### config.mk
export PLATFORM = sky130hd
export DESIGN_NAME = wide_sub_seq_flat
export DESIGN_NICKNAME = d
export VERILOG_FILES = /design/src/rtl/wide_sub_seq_pkg.sv /design/src/rtl/wide_sub_seq_if.sv /design/src/rtl/wide_sub_seq_nbit_fulladder.sv /design/src/rtl/wide_sub_seq.sv /design/src/flat_wrapper.sv
export SDC_FILE = /design/constraint.sdc
export NUM_CORES = 1
export LEC_CHECK = 0
export CELL_PAD_IN_SITES_DETAIL_PLACEMENT = 1
export CELL_PAD_IN_SITES_GLOBAL_PLACEMENT = 1
export CORE_ASPECT_RATIO = 2
export CORE_UTILIZATION = 43
export DETAILED_ROUTE_END_ITERATION = 12
export HOLD_SLACK_MARGIN = 0.05
export PLACE_DENSITY_LB_ADDON = 0.1
export SYNTH_ARGS = -nofsm -noshare
export SYNTH_HDL_FRONTEND = slang
export SYNTH_SLANG_ARGS = --single-unit
### constraint.sdc
create_clock -name clk -period 8.4 [get_ports clk]
set_input_delay 1.68 -clock clk [delete_from_list [all_inputs] [get_ports clk]]
set_output_delay 1.68 -clock clk [all_outputs]
set_load 0.005 [all_outputs]
### src/rtl/wide_sub_seq_pkg.sv
// Shared types and helpers for the wide_sub_seq sequencer.
// Holds the FSM state encoding and the word-index width calculation.
package wide_sub_pkg;

  typedef enum logic [1:0] {
    IDLE,
    RUN,
    DONE
  } wide_sub_state_t;

  // Width of the word-index counter: clog2(words), never narrower than 1 bit.
  function automatic int idx_width(input int words);
    return (words > 1) ? $clog2(words) : 1;
  endfunction

endpackage

### src/rtl/wide_sub_seq_if.sv
// Operand/result handshake bundle for wide_sub_seq.
// The master side supplies operands and consumes results; the slave side is the sequencer.
interface wide_sub_seq_if #(
  parameter int W = 32
);

  logic         in_valid;
  logic         in_ready;
  logic [W-1:0] a;
  logic [W-1:0] b;
  logic         bin;
  logic         out_valid;
  logic         out_ready;
  logic [W-1:0] d;
  logic         bout;
  logic         busy;

  modport master (
    output in_valid, a, b, bin, out_ready,
    input  in_ready, out_valid, d, bout, busy
  );

  modport slave (
    input  in_valid, a, b, bin, out_ready,
    output in_ready, out_valid, d, bout, busy
  );

endinterface

### src/rtl/wide_sub_seq_nbit_fulladder.sv
// N-bit borrow-chain slice: D = A - B - BI, BO set when the slice borrows out.
module Nbit_FullAdder #(
  parameter int N = 8
) (
  output logic [N-1:0] D,
  output logic         BO,
  input  logic [N-1:0] A,
  input  logic [N-1:0] B,
  input  logic         BI
);

  // One extra bit on top of the slice captures the borrow out of the MSB.
  assign {BO, D} = {1'b0, A} - {1'b0, B} - {{N{1'b0}}, BI};

endmodule

### src/rtl/wide_sub_seq.sv
// Multi-cycle wide subtractor: D = A - B - BIN over WORDS passes of one N-bit slice.
// Words are processed LSW first with the borrow registered between passes.
// Optional macro WIDE_SUB_SEQ_BACK2BACK_EN lets DONE hand off straight to RUN
// when a result is retired and new operands arrive in the same cycle.
module wide_sub_seq
  import wide_sub_pkg::*;
#(
  parameter int N     = 8,
  parameter int WORDS = 4
) (
  input  logic clk,
  input  logic rst_n,
  wide_sub_seq_if.slave bus
);

  localparam int            IW       = idx_width(WORDS);
  localparam logic [IW-1:0] LAST_IDX = IW'(WORDS - 1);

  wide_sub_state_t state_q, state_d;
  logic [IW-1:0]   idx_q, idx_d;
  logic            borrow_q, borrow_d;
  logic            bout_q, bout_d;

  // Operands and result viewed as WORDS slices of N bits, word 0 is the LSW.
  logic [WORDS-1:0][N-1:0] a_q, a_d;
  logic [WORDS-1:0][N-1:0] b_q, b_d;
  logic [WORDS-1:0][N-1:0] d_q, d_d;

  logic [N-1:0] slice_d;
  logic         slice_bo;

  logic in_ready;
  logic out_valid;
  logic busy;

  // The single shared slice always works on the word selected by idx_q.
  Nbit_FullAdder #(
    .N(N)
  ) u_slice (
    .D (slice_d),
    .BO(slice_bo),
    .A (a_q[idx_q]),
    .B (b_q[idx_q]),
    .BI(borrow_q)
  );

  // Next-state, handshake and datapath update for IDLE/RUN/DONE.
  always_comb begin
    // NOTE: every signal written here gets a default first, so no latch is inferred.
    state_d   = state_q;
    idx_d     = idx_q;
    borrow_d  = borrow_q;
    bout_d    = bout_q;
    a_d       = a_q;
    b_d       = b_q;
    d_d       = d_q;
    in_ready  = 1'b0;
    out_valid = 1'b0;
    busy      = 1'b0;

    case (state_q)
      IDLE: begin
        in_ready = 1'b1;
        if (bus.in_valid) begin
          a_d      = bus.a;
          b_d      = bus.b;
          borrow_d = bus.bin;
          idx_d    = '0;
          state_d  = RUN;
        end
      end

      RUN: begin
        busy       = 1'b1;
        d_d[idx_q] = slice_d;
        borrow_d   = slice_bo;
        if (idx_q == LAST_IDX) begin
          // Park the counter at 0 rather than stepping past the last word.
          bout_d  = slice_bo;
          idx_d   = '0;
          state_d = DONE;
        end else begin
          idx_d = idx_q + 1'b1;
        end
      end

      DONE: begin
        busy      = 1'b1;
        out_valid = 1'b1;
`ifdef WIDE_SUB_SEQ_BACK2BACK_EN
        in_ready = bus.out_ready;
        if (bus.out_ready) begin
          if (bus.in_valid) begin
            a_d      = bus.a;
            b_d      = bus.b;
            borrow_d = bus.bin;
            idx_d    = '0;
            state_d  = RUN;
          end else begin
            state_d = IDLE;
          end
        end
`else
        if (bus.out_ready) begin
          state_d = IDLE;
        end
`endif
      end

      default: begin
        state_d = IDLE;
      end
    endcase
  end

  // Control and result registers with synchronous active-low reset.
  always_ff @(posedge clk) begin
    // NOTE: sequential state uses non-blocking assignments so all registers sample pre-edge values.
    if (!rst_n) begin
      state_q  <= IDLE;
      idx_q    <= '0;
      borrow_q <= 1'b0;
      bout_q   <= 1'b0;
      d_q      <= '0;
    end else begin
      state_q  <= state_d;
      idx_q    <= idx_d;
      borrow_q <= borrow_d;
      bout_q   <= bout_d;
      d_q      <= d_d;
    end
  end

  // Operand capture registers, loaded only on accept.
  always_ff @(posedge clk) begin
    // NOTE: operand registers are not reset; they are always written on accept before RUN reads them.
    a_q <= a_d;
    b_q <= b_d;
  end

  assign bus.in_ready  = in_ready;
  assign bus.out_valid = out_valid;
  assign bus.busy      = busy;
  assign bus.d         = d_q;
  assign bus.bout      = bout_q;

endmodule

### src/flat_wrapper.sv
// flat-port wrapper written by rule: the top's interface ports become plain ports
module wide_sub_seq_flat import wide_sub_pkg::*;
#(
  parameter int N     = 8,
  parameter int WORDS = 4
)
  (clk, rst_n, bus_in_valid, bus_a, bus_b, bus_bin, bus_out_ready, bus_in_ready, bus_out_valid, bus_d, bus_bout, bus_busy);
  wide_sub_seq_if #(.W((N * WORDS))) bus_i ();
  input  logic clk;
  input  logic rst_n;
  input wire logic [$bits(bus_i.in_valid)-1:0] bus_in_valid;
  input wire logic [$bits(bus_i.a)-1:0] bus_a;
  input wire logic [$bits(bus_i.b)-1:0] bus_b;
  input wire logic [$bits(bus_i.bin)-1:0] bus_bin;
  input wire logic [$bits(bus_i.out_ready)-1:0] bus_out_ready;
  output wire logic [$bits(bus_i.in_ready)-1:0] bus_in_ready;
  output wire logic [$bits(bus_i.out_valid)-1:0] bus_out_valid;
  output wire logic [$bits(bus_i.d)-1:0] bus_d;
  output wire logic [$bits(bus_i.bout)-1:0] bus_bout;
  output wire logic [$bits(bus_i.busy)-1:0] bus_busy;
  assign bus_i.in_valid = bus_in_valid;
  assign bus_i.a = bus_a;
  assign bus_i.b = bus_b;
  assign bus_i.bin = bus_bin;
  assign bus_i.out_ready = bus_out_ready;
  assign bus_in_ready = bus_i.in_ready;
  assign bus_out_valid = bus_i.out_valid;
  assign bus_d = bus_i.d;
  assign bus_bout = bus_i.bout;
  assign bus_busy = bus_i.busy;
  wide_sub_seq #(.N(N), .WORDS(WORDS)) u_core (.clk(clk), .rst_n(rst_n), .bus(bus_i));
endmodule
-- Yosys cells after proc, flatten, opt, wreduce, memory -nomap -nowiden
Index checks and enable logic that the tools add are counted.
- flip-flop bits (word level): 102
- input port bits: 69
- word-level logic and storage cells: 54
- bits in read-only memories: 0
- memories: 0
- output and inout bits: 36
- bits in latches: 0
- bits in writable memories: 0
- shift-type cells: 0
- divide/modulo/power cells: 0
- reduce and logical (&&, ||, !) cells: 8
- $add $sub $neg: 3
- $mul: 0
- equality and inequality tests: 6
- bitwise operators: 0
- order comparisons: 2
- mux-type cells: 19
- operator list (operator ; count):
    binary-select mux 8 bit (select 2 bit) ; 2
    bitwise mux 32 bit ; 1
    2-to-1 mux 8 bit ; 3
    demux 8 bit (select 2 bit) ; 1
    2-to-1 mux 2 bit ; 5
    subtractor 8 x 8 -> 9 bit ; 1
    subtractor 9 x 1 -> 9 bit ; 1
    one-hot mux 2 bit (3 select lines) ; 1
    AND reduction 2 bit ; 3
    equality test 2 bit, second input constant ; 2
    2-to-1 mux 1 bit ; 4
    != test 2 bit, second input constant ; 2
    one-hot mux 2 bit (2 select lines) ; 1
    less-than comparator 2 x 3 -> 1 bit, second input constant ; 1
    AND reduction 3 bit ; 1
    adder 2 x 1 -> 2 bit, second input constant ; 1
    equality test 2 x 1 -> 1 bit, second input constant ; 1
    greater-or-equal comparator 2 x 1 -> 1 bit, second input constant ; 1
    logical NOT 2 bit ; 1
    != test 2 x 1 -> 1 bit, second input constant ; 1
    one-hot mux 1 bit (2 select lines) ; 1
    nonzero test 2 bit ; 1
    OR reduction 2 bit ; 1
    logical AND 1 bit ; 1

-- Longest topological paths before layout
Gate-level depths: netlist of the first run.
- depth after elaboration: 5
- mapped depth: 12
- depth with buffers taken out: 10

-- Modules after synthesis
A second synthesis of the first run with hierarchy kept.
- cells, all modules: 348
- area, all modules: 4534.3 sq um
- by module, submodules not included (module ; instances ; area an instance (sq um) ; sequential area each (sq um) ; cells each):
    wide_sub_seq ; 1 ; 3980.1 ; 2682.6 ; 272
    Nbit_FullAdder ; 1 ; 554.3 ; 0.0 ; 76

-- Worst setup path before layout of the first run
No wires, ideal clock.
- path kind: input port to flip-flop
- from: input port bus_in_valid
- to: register u_core.borrow_q
- setup time: 0.058 ns
- path slack: 4.382 ns
- data arrival time: 3.960 ns
- required time: 8.342 ns
- stages on the path: 4
- path buffers: 0
- path through: and2_1 o31ai_1 a2111oi_0 or3_1
- cells in the longest elaborated chain, start to end: 2
- RTL lines (element ; line ; RTL):
    start: declaration ; flat_wrapper.sv:11 ; input wire logic [$bits(bus_i.in_valid)-1:0] bus_in_valid;
    != test 2 bit (no line) ; - ;
    AND reduction 2 bit (no line) ; - ;
    end signal: assignment ; wide_sub_seq.sv:128 ; borrow_q <= borrow_d;
    end: declaration ; wide_sub_seq.sv:21 ; logic borrow_q, borrow_d;
No other way between the ends.
A chain may end at the register's enable or synchronous reset.

-- Worst setup path after layout of the first run
Ends and elaborated chain as after synthesis.

==> results of run 1 <==
## flip-flops by register name, summed over array words and instances, names as in the netlist
register	cells
u_core.bus.d	32
u_core.bus.bout	1
u_core.idx_q	2
u_core.b_q	32
u_core.state_q	2
u_core.borrow_q	1
u_core.a_q	32
## area by class of cell
class | instances | area [sq um] | area share (%)
Sequential cell | 102 | 2683 | 45.78
Timing Repair Buffer | 107 | 1064 | 18.15
Tap cell | 135 | 168.9 | 2.883
Clock buffer | 10 | 229.0 | 3.908
Clock inverter | 6 | 45.04 | 0.7687
Inverter | 27 | 101.3 | 1.730
Multi-Input combinational cell | 190 | 1569 | 26.78
## routing by layer
layer,vias to the layer above,track usage (%),wire [microns]
met5,-,0,0
met4,0,9.423,296
met3,23,4.236,294
met2,81,36.93,5639
met1,1458,18.72,3251
li1,1427,-,-
## worst max-delay path by stage
| stage | end | slack (ns) |
|---|---|---|
| 3_5_place_dp | u_core.borrow_q | 4.45 |
| 6_report | u_core.borrow_q | 4.82 |
| 3_3_place_gp | u_core.borrow_q | 4.58 |
| 2_1_floorplan | u_core.borrow_q | 4.38 |
| 5_1_grt | u_core.borrow_q | 4.64 |
| 4_1_cts | u_core.borrow_q | 4.81 |
## logic make-up after synthesis
kind of cell	Yosys count	share of synthesized area, %
DFF	102	60.75
and+or+nand+nor	85	8.784
AOI/OAI and AO/OA	59	9.607
buffers and inverters	42	3.740
adders and majority gates	21	6.291
muxes	20	9.663
xor gates and xnor gates	5	1.162
## cell usage in the layout, fill, tap and decap left out, types with 3 or more instances in the layout
master | netlist | layout
a21boi_0 | 8 | 8
a21o_1 | 3 | 3
a21oi_1 | 10 | 10
a32oi_1 | 6 | 6
and2_1 | 5 | 4
buf_4 | 0 | 3
clkbuf_16 | 0 | 9
clkdlybuf4s50_1 | 0 | 104
dfxtp_1 | 38 | 38
edfxtp_1 | 64 | 64
ha_1 | 19 | 19
inv_1 | 27 | 27
mux2i_1 | 4 | 4
mux4_1 | 7 | 7
mux4_2 | 9 | 9
nand2_1 | 40 | 40
nand2b_1 | 4 | 4
nand3_1 | 9 | 9
nor2_1 | 13 | 13
nor2b_1 | 3 | 3
nor3_1 | 5 | 5
o211a_1 | 8 | 8
o21ai_0 | 16 | 16
xnor2_1 | 4 | 4
## stage by stage
step | utilization, % | setup slack, ns | instances
after global placement | 55.74 | 4.584 | 561
final | 58.48 | 4.816 | 577
after CTS | 58.48 | 4.812 | 577
after global routing | 58.48 | 4.643 | 577
after floorplan | - | 4.382 | 334
after detailed placement | 55.74 | 4.454 | 561
## worst reg2reg max path, stage by stage (launching register included)
cell and delay [ns]:
dfxtp_1 0.92, mux4_1 0.41, inv_1 0.08, fa_1 0.18
inv_1 0.07, fa_1 0.42, nand2b_1 0.17, a21oi_1 0.26
o211ai_1 0.23, a2111oi_0 0.48, or3_1 0.17
## report_power, final
group | total, W | switching, W | internal, W
sequential | 0.000609 | 0.0000176 | 0.000592
clock | 0.000387 | 0.000184 | 0.000203
combinational | 0.000367 | 0.000201 | 0.000166
==> impl_metrics.env, run 1 <==
export IMPL_grt_pass1_vias=3261
export IMPL_r2r_slack_ns=4.97
export IMPL_fin_nets=527
export IMPL_drc=2
export IMPL_power_total_w=0.001363
export IMPL_crit_required_ns=8.62
export IMPL_worst_path_max_delay_cell="o31ai_1"
export IMPL_numClockSinks=102
export IMPL_tritoncts="built"
export IMPL_worst_pin_slew_ns=0.9080
export IMPL_grt_pass1_wl_mm=15.36
export IMPL_cts_repair_resized=0
export IMPL_die_w_microns=73.66
export IMPL_first_pass_iters=8
export IMPL_min_from="u_core.bus.d[12]"
export IMPL_drt_total_wl_mm=9.482
export IMPL_worstRegToRegCells=10
export IMPL_crit_fanout=66
export IMPL_portBuffers=104
export IMPL_endpoint_kind="flop"
export IMPL_irDropWorstVdd_mv=0.1483
export IMPL_fmax_mhz=279.0
export IMPL_drtIter0Drc=103
export IMPL_cpLargestDelayFamily="simple AND/OR/NAND/NOR gates"
export IMPL_die_area_sq_um=10700
export IMPL_synthTopCellsByArea="edfxtp_1 (44%), dfxtp_1 (17%), ha_1 (5.4%)"
export IMPL_placed_area_sq_um=5585
export IMPL_slew_viol_final=0
export IMPL_dp_hpwl_mm=7.163
export IMPL_path_cells="clkdlybuf4s50_1 > and2_2 > buf_4 > o31ai_1 > nor3b_1 > and3_1 > or3_1"
export IMPL_p_leak_nw=2.192
export IMPL_cp_data_arrival_time_ns=3.81
export IMPL_netlist_area_sq_um=4415
export IMPL_finalSetupViolCount=0
export IMPL_fin_crit_sh_pct=42.67
export IMPL_holdPathEnd="u_core.bus.d[12]"
export IMPL_synthArstFlopShare_pct=0
export IMPL_r2r_start="u_core.idx_q[1]"
export IMPL_cp_start_kind="primary input"
export IMPL_syn_inst=334
export IMPL_synth_edff_count=64
export IMPL_fillers=1040
export IMPL_overflow=0
export IMPL_whs_ns=0.4627
export IMPL_avgRoutedWirePerCell_microns=16.43
export IMPL_initial_core_util_pct=44.07
export IMPL_gp_congestion=0.7214
export IMPL_layout_drive_gt1_share_pct=6.787
export IMPL_yosysWarnings=0
export IMPL_syn_num_nets=424
export IMPL_violations="DRC"
export IMPL_syn_to_final_growth_pct=32.70
export IMPL_hold_class="reg -> reg"
export IMPL_io_pin_count=105
export IMPL_viasPerCell=5.180
export IMPL_max_cap_violations=0
export IMPL_max_stage_delay_ns=0.46
export IMPL_post_cts_buffers=0
export IMPL_cp_startpoint="bus_in_valid"
export IMPL_antenna_cells=0
export IMPL_synth_seq_cells=102
export IMPL_htree_num_levels=3
export IMPL_slew_headroom_pct=39.38
export IMPL_cts_buffers=9
export IMPL_cts_root_buffer="clkbuf_16"
export IMPL_fin_setup_tns_ns=0
export IMPL_hold_viol_final=0
export IMPL_yosysTopAreaCell="edfxtp_1"
export IMPL_cts_buffer_depth=2
export IMPL_antenna_found_initial=0
export IMPL_clk_pin_slew_ns=0.07
export IMPL_fin_crit_ns=3.584
export IMPL_ys_flop_type="edfxtp_1"
export IMPL_core_sq_um=10020
export IMPL_rows=52
export IMPL_synth_distinct_cells=37
export IMPL_path_class="in -> reg"
export IMPL_ys_seq_area_share_pct=60.75
export IMPL_clk_latency_ns=0.35
export IMPL_finalInstanceArea_sq_um=5859
export IMPL_avgSynthCellArea_sq_um=13.22
export IMPL_die_h_microns=145.3
export IMPL_grt_setup_unrepaired="no"
export IMPL_grt_usage_pct=19.50
export IMPL_ys_top_cells_by_count="edfxtp_1 (64), nand2_1 (40), dfxtp_1 (38)"
export IMPL_worstHoldPathCells=2
export IMPL_cp_depth=7
export IMPL_cts_hold_buffers=0
export IMPL_power_density_nw_per_um2=232.6
export IMPL_yosysTopAreaCellShare_pct=43.53
export IMPL_grt_max_degree=67
export IMPL_crit_reg2reg_capture="u_core.borrow_q"
export IMPL_ant_nets=0
export IMPL_vias=2989
export IMPL_synth_most_common_cell="edfxtp_1"
export IMPL_cp_num_buf_inv=2
export IMPL_finClkSkew_ns=0.008932
export IMPL_outcome="complete, but fails checks"
Power figures use the tool's default switching activity.
==> run 2: changes to the inputs <==
--- a/config.mk
+++ b/config.mk
@@ -8,7 +8,7 @@
 export CELL_PAD_IN_SITES_DETAIL_PLACEMENT = 1
 export CELL_PAD_IN_SITES_GLOBAL_PLACEMENT = 1
 export CORE_ASPECT_RATIO = 2
-export CORE_UTILIZATION = 43
+export CORE_UTILIZATION = 36
 export DETAILED_ROUTE_END_ITERATION = 12
 export HOLD_SLACK_MARGIN = 0.05
 export PLACE_DENSITY_LB_ADDON = 0.1
==> constraint.sdc (replaced) <==
create_clock -name clk -period 3.1 [get_ports clk]
set_input_delay 0.62 -clock clk [delete_from_list [all_inputs] [get_ports clk]]
set_output_delay 0.62 -clock clk [all_outputs]
set_load 0.005 [all_outputs]
==> impl_metrics.env, run 2 (synthesis results as in run 1) <==
export IMPL_gp_congestion=0.8766
export IMPL_worstHoldPathCells=2
export IMPL_clk_pin_slew_ns=0.07
export IMPL_placed_area_sq_um=5670
export IMPL_viasPerCell=4.988
export IMPL_fin_setup_tns_ns=0
export IMPL_grt_max_degree=66
export IMPL_utilization_pct=50.48
export IMPL_die_area_sq_um=12740
export IMPL_initial_core_util_pct=37.29
export IMPL_overflow=0
export IMPL_max_stage_delay_ns=0.58
export IMPL_placedCellCount=579
export IMPL_cpLargestDelayFamily="simple AND/OR/NAND/NOR gates"
export IMPL_rows=56
export IMPL_antenna_cells=0
export IMPL_mostFrequentLayoutCells="clkdlybuf4s50_1 (104), edfxtp_1 (64), nand2_1 (40)"
export IMPL_die_h_microns=158.6
export IMPL_slew_viol_final=0
export IMPL_fmax_mhz=342.6
export IMPL_fin_nets=536
export IMPL_crit_required_ns=3.33
export IMPL_endpoint_kind="flop"
export IMPL_antenna_found_initial=0
export IMPL_finClkSkew_ns=0.008861
export IMPL_vias=2973
export IMPL_portBuffers=104
export IMPL_holdPathEnd="u_core.bus.d[1]"
export IMPL_grt_setup_unrepaired="no"
export IMPL_layout_drive_gt1_share_pct=9.091
export IMPL_syn_to_final_growth_pct=35.36
export IMPL_min_from="u_core.bus.d[1]"
export IMPL_path_cells="mux4_1 > inv_1 > fa_1 > inv_1 > fa_1 > nand2b_1 > a21oi_1 > o211ai_1 > and3_1 > or3_1"
export IMPL_grt_usage_pct=16.85
export IMPL_final_common_cell="clkdlybuf4s50_1"
export IMPL_avgRoutedWirePerCell_microns=16.45
export IMPL_io_pin_count=105
export IMPL_fin_cells=596
export IMPL_numClockSinks=102
export IMPL_cts_buffers=9
export IMPL_power_density_nw_per_um2=637.9
export IMPL_worst_pin_slew_ns=0.4789
export IMPL_slew_headroom_pct=67.96
export IMPL_hold_viol_final=0
export IMPL_clk_latency_ns=0.35
export IMPL_tritoncts="built"
export IMPL_cts_root_buffer="clkbuf_16"
export IMPL_irDropWorstVdd_mv=0.4228
export IMPL_cp_start_kind="flop"
export IMPL_cts_hold_buffers=0
export IMPL_fin_crit_sh_pct=94.17
export IMPL_ant_nets=0
export IMPL_p_leak_nw=2.255
export IMPL_worst_path_max_delay_cell="mux4_1"
export IMPL_drtIter0Drc=107
export IMPL_path_class="reg -> reg"
export IMPL_grt_pass1_vias=3184
export IMPL_outcome="complete, no violations"
export IMPL_first_pass_iters=4
export IMPL_r2r_slack_ns=0.18
export IMPL_finalInstanceArea_sq_um=5977
export IMPL_crit_fanout=4
export IMPL_dp_hpwl_mm=7.687
export IMPL_cts_buffer_depth=2
export IMPL_worstRegToRegCells=10
export IMPL_htree_num_levels=3
export IMPL_drc=0
export IMPL_die_w_microns=80.31
export IMPL_drt_total_wl_mm=9.804
export IMPL_finalSetupViolCount=0
export IMPL_crit_reg2reg_capture="u_core.borrow_q"
export IMPL_cp_num_buf_inv=2
export IMPL_fin_crit_ns=2.919
export IMPL_hold_class="reg -> reg"
export IMPL_cp_data_arrival_time_ns=3.15
export IMPL_core_sq_um=11840
export IMPL_grt_pass1_wl_mm=15.59
export IMPL_max_cap_violations=0
export IMPL_r2r_start="u_core.idx_q[0]"
[run 2: final cells by class]
type	count	area, sq um
timing repair buffer	116	1151
clock inverter	6	55.05
multi-input combinational	190	1577
inverter	27	101.3
tap	145	181.4
sequential	102	2683
fill	1198	5864
clock buffer	10	229.0
[run 2: how the worst max path moves through the flow]
stage / start / end / slack (ns) / depth (start not counted)
floorplan: u_core.idx_q[1] / u_core.bus.d[31] / 0.005 / 12
global placement: u_core.idx_q[0] / u_core.borrow_q / 0.22 / 9
detailed placement: u_core.idx_q[0] / u_core.bus.d[15] / 0.13 / 10
CTS: u_core.idx_q[0] / u_core.bus.d[15] / 0.11 / 10
global route: u_core.idx_q[0] / u_core.bus.d[7] / 0.007 / 10
finish: u_core.idx_q[0] / u_core.borrow_q / 0.18 / 10
[run 2: layer usage]
layer  GRT usage (%)  wire length (microns)  up-vias
li1                -                      -     1438
met1           16.59                   3469     1441
met2           32.84                   5819       77
met3           3.840                    287       17
met4           6.633                    228        0
met5               0                      0        -
[run 2: worst reg2reg max path, stage by stage, from the launching register on]
cell and delay (ns):
dfxtp_1 0.40, mux4_1 0.58, inv_1 0.10, fa_1 0.17, inv_1 0.07, fa_1 0.43
nand2b_1 0.16, a21oi_1 0.18, o211ai_1 0.18, and3_1 0.19, or3_1 0.33
[run 2: through the flow]
step                      setup WS, ns  power, W  hold WS, ns
after detailed placement        0.1300  0.002752       0.4627
after floorplan               0.005080  0.002325       0.4600
final                           0.1809  0.003813       0.4675
after global placement          0.2152  0.002723       0.4493
after CTS                       0.1135  0.003835       0.4719
after global routing          0.006742  0.004024       0.4979
[run 2: power breakdown]
| group | switching, W | internal [W] |
|---|---|---|
| Combinational | 0.000566 | 0.000520 |
| Sequential | 0.0000488 | 0.00160 |
| Clock | 0.000517 | 0.000559 |
| Total | 0.00113 | 0.00268 |
[run 2: what timing repair did]
action                                  in CTS  in global routing
buffers inserted                             0                  1
endpoints found under the setup margin       0                 12
gates resized for setup                      0                  3
